<file path="config.mk">
export PLATFORM = sky130hd
export DESIGN_NAME = dlx_fetch_stage
export DESIGN_NICKNAME = d
export VERILOG_FILES = /design/src/rtl/dlx_pkg.sv /design/src/rtl/dlx_ifid_reg.sv /design/src/rtl/dlx_fetch_stage.sv
export SDC_FILE = /design/constraint.sdc
export NUM_CORES = 1
export LEC_CHECK = 0
export ABC_CLOCK_PERIOD_IN_PS = 3000
export CORE_ASPECT_RATIO = 0.5
export CORE_MARGIN = 3
export CORE_UTILIZATION = 43
export DETAILED_ROUTE_END_ITERATION = 16
export PLACE_DENSITY = 0.88
export SETUP_SLACK_MARGIN = 0.4
export SLEW_MARGIN = 25
export SYNTH_ARGS = -nofsm -noshare
export SYNTH_HDL_FRONTEND = slang
export SYNTH_HIERARCHICAL = 1
export SYNTH_SLANG_ARGS = --single-unit
</file>
<file path="constraint.sdc">
create_clock -name clk_i -period 3 [get_ports clk_i]
set_clock_uncertainty 0.15 [all_clocks]
set_input_delay 0.3 -clock clk_i [delete_from_list [all_inputs] [get_ports clk_i]]
set_output_delay 0.3 -clock clk_i [all_outputs]
set_load 0.05 [all_outputs]
</file>
<file path="src/rtl/dlx_pkg.sv">
// Shared DLX definitions: NOP encoding, opcode width, fetch FSM state encoding
// and the default fetch geometry.
package dlx_pkg;

  localparam int          ADDR_W_DEF     = 32;
  localparam int          PROG_WORDS_DEF = 64;
  localparam logic [31:0] NOP_INSTR      = 32'h0;
  localparam int          OPCODE_W       = 6;

  typedef enum logic [1:0] {
    BOOT = 2'd0,
    RUN  = 2'd1,
    DONE = 2'd2
  } fetch_state_t;

endpackage

</file>
<file path="src/rtl/dlx_ifid_reg.sv">
// IF/ID pipeline register: squash clears instr/valid, load captures a fetched
// instruction, hold freezes everything. squash wins over load.
module dlx_ifid_reg
  import dlx_pkg::*;
#(
  parameter int ADDR_W = ADDR_W_DEF
) (
  input  logic              clk_i,
  input  logic              reset_i,
  input  logic              load,
  input  logic              squash,
  input  logic              hold,
  input  logic [31:0]       instr_d,
  input  logic [ADDR_W-1:0] pc_d,
  input  logic [ADDR_W-1:0] npc_d,
  output logic [31:0]       instr_o,
  output logic [ADDR_W-1:0] pc_o,
  output logic [ADDR_W-1:0] npc_o,
  output logic              valid_o
);

  always_ff @(posedge clk_i or posedge reset_i) begin
    if (reset_i) begin
      instr_o <= NOP_INSTR;
      pc_o    <= '0;
      npc_o   <= '0;
      valid_o <= 1'b0;
    end else if (squash) begin
      // pc_o/npc_o keep their last values; only the instruction is killed
      instr_o <= NOP_INSTR;
      valid_o <= 1'b0;
    end else if (load && !hold) begin
      instr_o <= instr_d;
      pc_o    <= pc_d;
      npc_o   <= npc_d;
      valid_o <= 1'b1;
    end
  end

endmodule

</file>
<file path="src/rtl/dlx_fetch_stage.sv">
// DLX instruction-fetch stage: PC, BOOT/RUN/DONE FSM and IF/ID register.
// Define DLX_FETCH_PERF_EN to add saturating fetch/stall performance counters.
module dlx_fetch_stage
  import dlx_pkg::*;
#(
  parameter int ADDR_W     = ADDR_W_DEF,
  parameter int PROG_WORDS = PROG_WORDS_DEF
) (
  input  logic              clk_i,
  input  logic              reset_i,
  input  logic              stall_i,
  input  logic              flush_i,
  input  logic              branch_taken_i,
  input  logic [ADDR_W-1:0] branch_target_i,
  output logic [ADDR_W-1:0] rom_addr_o,
  input  logic [31:0]       rom_data_i,
  output logic [31:0]       instr_o,
  output logic [ADDR_W-1:0] pc_o,
  output logic [ADDR_W-1:0] npc_o,
  output logic              valid_o,
  output logic              done_o,
`ifdef DLX_FETCH_PERF_EN
  output logic [31:0]       perf_fetch_cnt_o,
  output logic [31:0]       perf_stall_cnt_o,
`endif
  output logic [1:0]        state_o
);

  localparam logic [ADDR_W-1:0] PROG_END = ADDR_W'(PROG_WORDS);

  fetch_state_t      state;
  logic [ADDR_W-1:0] pc;
  logic [ADDR_W-1:0] pc_inc;
  logic              done_q;
  logic              in_fetch;
  logic              advance;
  logic              ifid_squash;

  // Handshake: stall_i is a level "decode not ready"; a capture happens only
  // on a RUN cycle with stall_i=0 and no branch/flush. Branch and flush act
  // regardless of stall_i.
  always_comb begin
    pc_inc      = pc + ADDR_W'(1);
    in_fetch    = (state == RUN) || (state == DONE);
    advance     = (state == RUN) && !branch_taken_i && !flush_i && !stall_i;
    ifid_squash = in_fetch &&
                  (branch_taken_i || flush_i || ((state == DONE) && !stall_i));
  end

  always_ff @(posedge clk_i or posedge reset_i) begin
    if (reset_i) begin
      state  <= BOOT;
      pc     <= '0;
      done_q <= 1'b0;
    end else begin
      case (state)
        BOOT: begin
          state  <= RUN;
          done_q <= 1'b0;
        end
        RUN, DONE: begin
          if (branch_taken_i) begin
            pc <= branch_target_i;
            if (branch_target_i >= PROG_END) begin
              state  <= DONE;
              done_q <= 1'b1;
            end else begin
              state  <= RUN;
              done_q <= 1'b0;
            end
          end else if (advance) begin
            pc <= pc_inc;
            if (pc_inc == PROG_END) begin
              state  <= DONE;
              done_q <= 1'b1;
            end
          end
        end
        default: begin
          state  <= BOOT;
          done_q <= 1'b0;
        end
      endcase
    end
  end

  assign rom_addr_o = pc;
  assign done_o     = done_q;
  assign state_o    = state;

  dlx_ifid_reg #(.ADDR_W(ADDR_W)) u_ifid (
    .clk_i   (clk_i),
    .reset_i (reset_i),
    .load    (advance),
    .squash  (ifid_squash),
    .hold    (stall_i),
    .instr_d (rom_data_i),
    .pc_d    (pc),
    .npc_d   (pc_inc),
    .instr_o (instr_o),
    .pc_o    (pc_o),
    .npc_o   (npc_o),
    .valid_o (valid_o)
  );

`ifdef DLX_FETCH_PERF_EN
  logic stall_event;
  assign stall_event = (state == RUN) && stall_i && !branch_taken_i && !flush_i;

  always_ff @(posedge clk_i or posedge reset_i) begin
    if (reset_i) begin
      perf_fetch_cnt_o <= '0;
      perf_stall_cnt_o <= '0;
    end else begin
      if (advance && (perf_fetch_cnt_o != 32'hFFFF_FFFF))
        perf_fetch_cnt_o <= perf_fetch_cnt_o + 32'd1;
      if (stall_event && (perf_stall_cnt_o != 32'hFFFF_FFFF))
        perf_stall_cnt_o <= perf_stall_cnt_o + 32'd1;
    end
  end
`endif

endmodule
</file>
==> run metrics <==
CP arrival=2.99 ns; placer congestion estimate=0.9282; Lkg Pwr=4.296 nW; dominant synthesized flop cell=dfrtp_1; Clock power frac=0.208; CTS Hold Buffers Added=0; placed instance count=1074; share of power burned in registers=0.265; crit path cell chain=ha_4 -> nand4_1 -> or4_4 -> buf_4 -> o21ai_0 -> a211oi_2 -> nand4bb_1 -> nor4b_4 -> buf_4 -> o311a_1; cell repeated most along the worst path=buf_4; clk buf depth=2; # H-tree levels=4; first-pass GRT wire length=33850 um; register area share after synthesis=0.4888; Async S/R FF share, synth=1.000; GRT Util Overall=0.2491; fmax=353.1 MHz; die width=182.6 um; CP startpoint kind=flop; Fillers=1074; initial antenna violation count=0; Final Slew Violations=0; post-DR vias/cell=5.653; clock root cell=clkbuf_16; Fin. Hold Viols=0; layout cells sized above 1=0.2262; Cell Area, Synth=0.006706 sq mm; slew margin rel.=0.4768; Initial Util=0.4514; Max stage delay cell, worst path=or4_4; CTS tree=yes; vias post-DR=6343; Final ANT Viol Nets=0; Mapped Cells=675; Worst-Margin Slew=0.7818 ns; ANT cells=0; synth unique cells=55; Die ar.=0.01722 sq mm; HPWL after DPL=15310 um; clk_lat worst skew=0.42 ns; register clock-pin slew on the reported worst setup and hold paths=0.07 ns; Combinational Power Share=0.527; post-layout min period=2.832 ns; crit-path max cell delay=0.49 ns; Final period util=0.9440; Inserted Clock Buffers=17; drt total wl=22020 um; die height=94.31 um; Overflow after GRT=0; Initial DRC Count=461; Post-Place Setup Slack=-0.08399 ns; Psw=4.939 mW; # setup viols final=0; Sw Share=0.4693; Worst VDD drop=0.0005510 V; status=finished clean; Layout area overhead=50.39%; final std cells w/o fill=1122; # nets final=986; Seq cells post-synth=131; wire per inst=19.62 um; number of global-route vias before repair=6299; Bufs and invs on worst path=2; crit end category=flop; drt pass-1 iters=6; EDFF count, synth=0; crit-path leading delay family=simple AND/OR/NAND/NOR gates; Sink Count=131; core area=0.01486 sq mm; Hold WC Path Type=in -> async; I/O Buffers=200; CP required=3.15 ns; critical path class=reg -> reg; MaxCap Viol Count=0; yosys warns=6; Int Pwr=5.585 mW; Mapped Nets=750; row count=31; largest net degree at the start of global routing=47; Final Power=10.52 mW; Residual DRC=0; PnR worst setup slack=0.1679 ns; total I/O pin count=201; crit-path max FO=8; RSZ-0062 raised after global routing=yes; P per Cell Area=1044 mW/mm^2; Synth Area per Inst=9.935 sq um
## Yosys cell counts, types with 2 or more instances
master | n | share of area
dfrtp_1 | 131 | 0.49
nand2_1 | 107 | 0.060
mux2_2 | 60 | 0.10
a21oi_1 | 49 | 0.037
o21ai_0 | 46 | 0.034
clkbuf_1 | 27 | 0.015
nor2_1 | 27 | 0.015
nand3_1 | 18 | 0.013
nor4_1 | 17 | 0.016
buf_2 | 16 | 0.012
nand4_1 | 15 | 0.014
inv_1 | 14 | 0.0078
mux2i_1 | 14 | 0.021
xnor2_1 | 14 | 0.018
nor3_1 | 12 | 0.0090
xor2_1 | 11 | 0.014
and4_1 | 7 | 0.0091
buf_6 | 7 | 0.012
ha_1 | 6 | 0.011
nand2b_1 | 6 | 0.0056
a22oi_1 | 5 | 0.0056
and3_1 | 5 | 0.0047
mux2_1 | 4 | 0.0067
nor3b_1 | 4 | 0.0045
o211ai_1 | 4 | 0.0045
or4_1 | 4 | 0.0045
buf_1 | 3 | 0.0017
nor2b_1 | 3 | 0.0028
nor4b_1 | 3 | 0.0039
o21a_1 | 3 | 0.0034
or2_2 | 3 | 0.0028
a2111oi_0 | 2 | 0.0026
a211o_1 | 2 | 0.0026
nor4_2 | 2 | 0.0037
o21ai_1 | 2 | 0.0015
o31a_1 | 2 | 0.0026
or3_1 | 2 | 0.0019
## what timing repair did
| action | 4_1_cts | 5_1_grt |
|---|---|---|
| pin swaps | 11 | 13 |
| gates cloned | 0 | 0 |
| resized for setup | 11 | 15 |
| endpoints found under the setup margin | 10 | 4 |
| setup buffers | 10 | 6 |
## logic make-up after synthesis
| group | share of synthesized area |
|---|---|
| AND/OR/NAND/NOR | 0.1819 |
| flip-flops | 0.4888 |
| AO/OA/AOI/OAI | 0.1069 |
| multiplexers | 0.1284 |
| buffers and inverters | 0.05019 |
| XOR/XNOR | 0.03265 |
| adder cells (fa/ha/maj) | 0.01119 |
## per-layer routing
layer,GRT usage,part of all wire,up-vias
met5,0,0,-
met4,0.08043,0.024,0
met3,0.05916,0.080,55
met2,0.4194,0.48,331
met1,0.3212,0.41,3098
li1,-,-,2859
## through the flow
stage               hold WS (ns)  cell area, sq um  TNS [ns]  utilization
global route              0.2553             10090         0       0.6789
finish                    0.2165             10090         0       0.6789
floorplan                 0.2807              6835         0            -
detailed placement        0.3340              9191  -0.08399       0.6187
global placement          0.3191              9191         0       0.6187
CTS                       0.2394              9956         0       0.6702
## flip-flops by register name (all words and copies together), names as in the netlist
name	cells
u_ifid/valid_o	1
u_ifid/instr_o	32
rom_addr_o	32
u_ifid/pc_o	32
state_o	2
u_ifid/npc_o	32
## cell usage in the layout, fill, tap and decap left out, drive strengths merged, types with 4 or more instances in the layout
cell,instances
nor4b,4
a22oi,5
clkinvlp,4
and3,5
o211ai,4
nand3,18
nor2,28
xnor2,14
nand2,107
clkbuf,17
dfrtp,131
xor2,11
mux2i,14
nor3b,4
inv,20
nand2b,6
ha,6
mux2,64
nor3,12
a21oi,49
nor4,19
buf,73
clkdlybuf4s50,199
or4,4
nand4,16
o21ai,48
and4,7
## worst paths after layout
kind | from | end | slack, ns | cells past startpoint
setup / recovery | rom_addr_o[0] | state_o[1] | 0.17 | 10
hold / removal | reset_i | u_ifid/instr_o[7] | 0.22 | 2
setup reg to reg | rom_addr_o[0] | state_o[1] | 0.17 | 10
hold reg to reg | u_ifid/pc_o[29] | u_ifid/pc_o[29] | 0.35 | 1
max in group asynchronous | reset_i | u_ifid/instr_o[17] | 1.74 | 3
min in group clk_i | rom_data_i[5] | u_ifid/instr_o[5] | 0.26 | 3
## power by group through the flow
| stage | registers [mW] | logic (mW) | clock network [mW] |
|---|---|---|---|
| 2_1_floorplan | 4.53 | 1.61 | 0 |
| 3_3_place_gp | 2.77 | 5.17 | 0 |
| 3_5_place_dp | 2.81 | 5.25 | 0 |
| 4_1_cts | 2.77 | 5.42 | 2.22 |
| 5_1_grt | 2.86 | 5.77 | 2.31 |
| 6_report | 2.79 | 5.54 | 2.19 |
## layout make-up
cell class                 instances  area [sq um]  share of cell area
tap                              198         247.7             0.02456
clock inverter                    15         191.4             0.01898
multi-input combinational        475          3288              0.3260
inverter                          14         56.30            0.005582
timing repair buffer             272          2574              0.2552
sequential                       131          3303              0.3275
clock buffer                      17         425.4             0.04218
No activity file was read; power rests on OpenSTA's default activity.
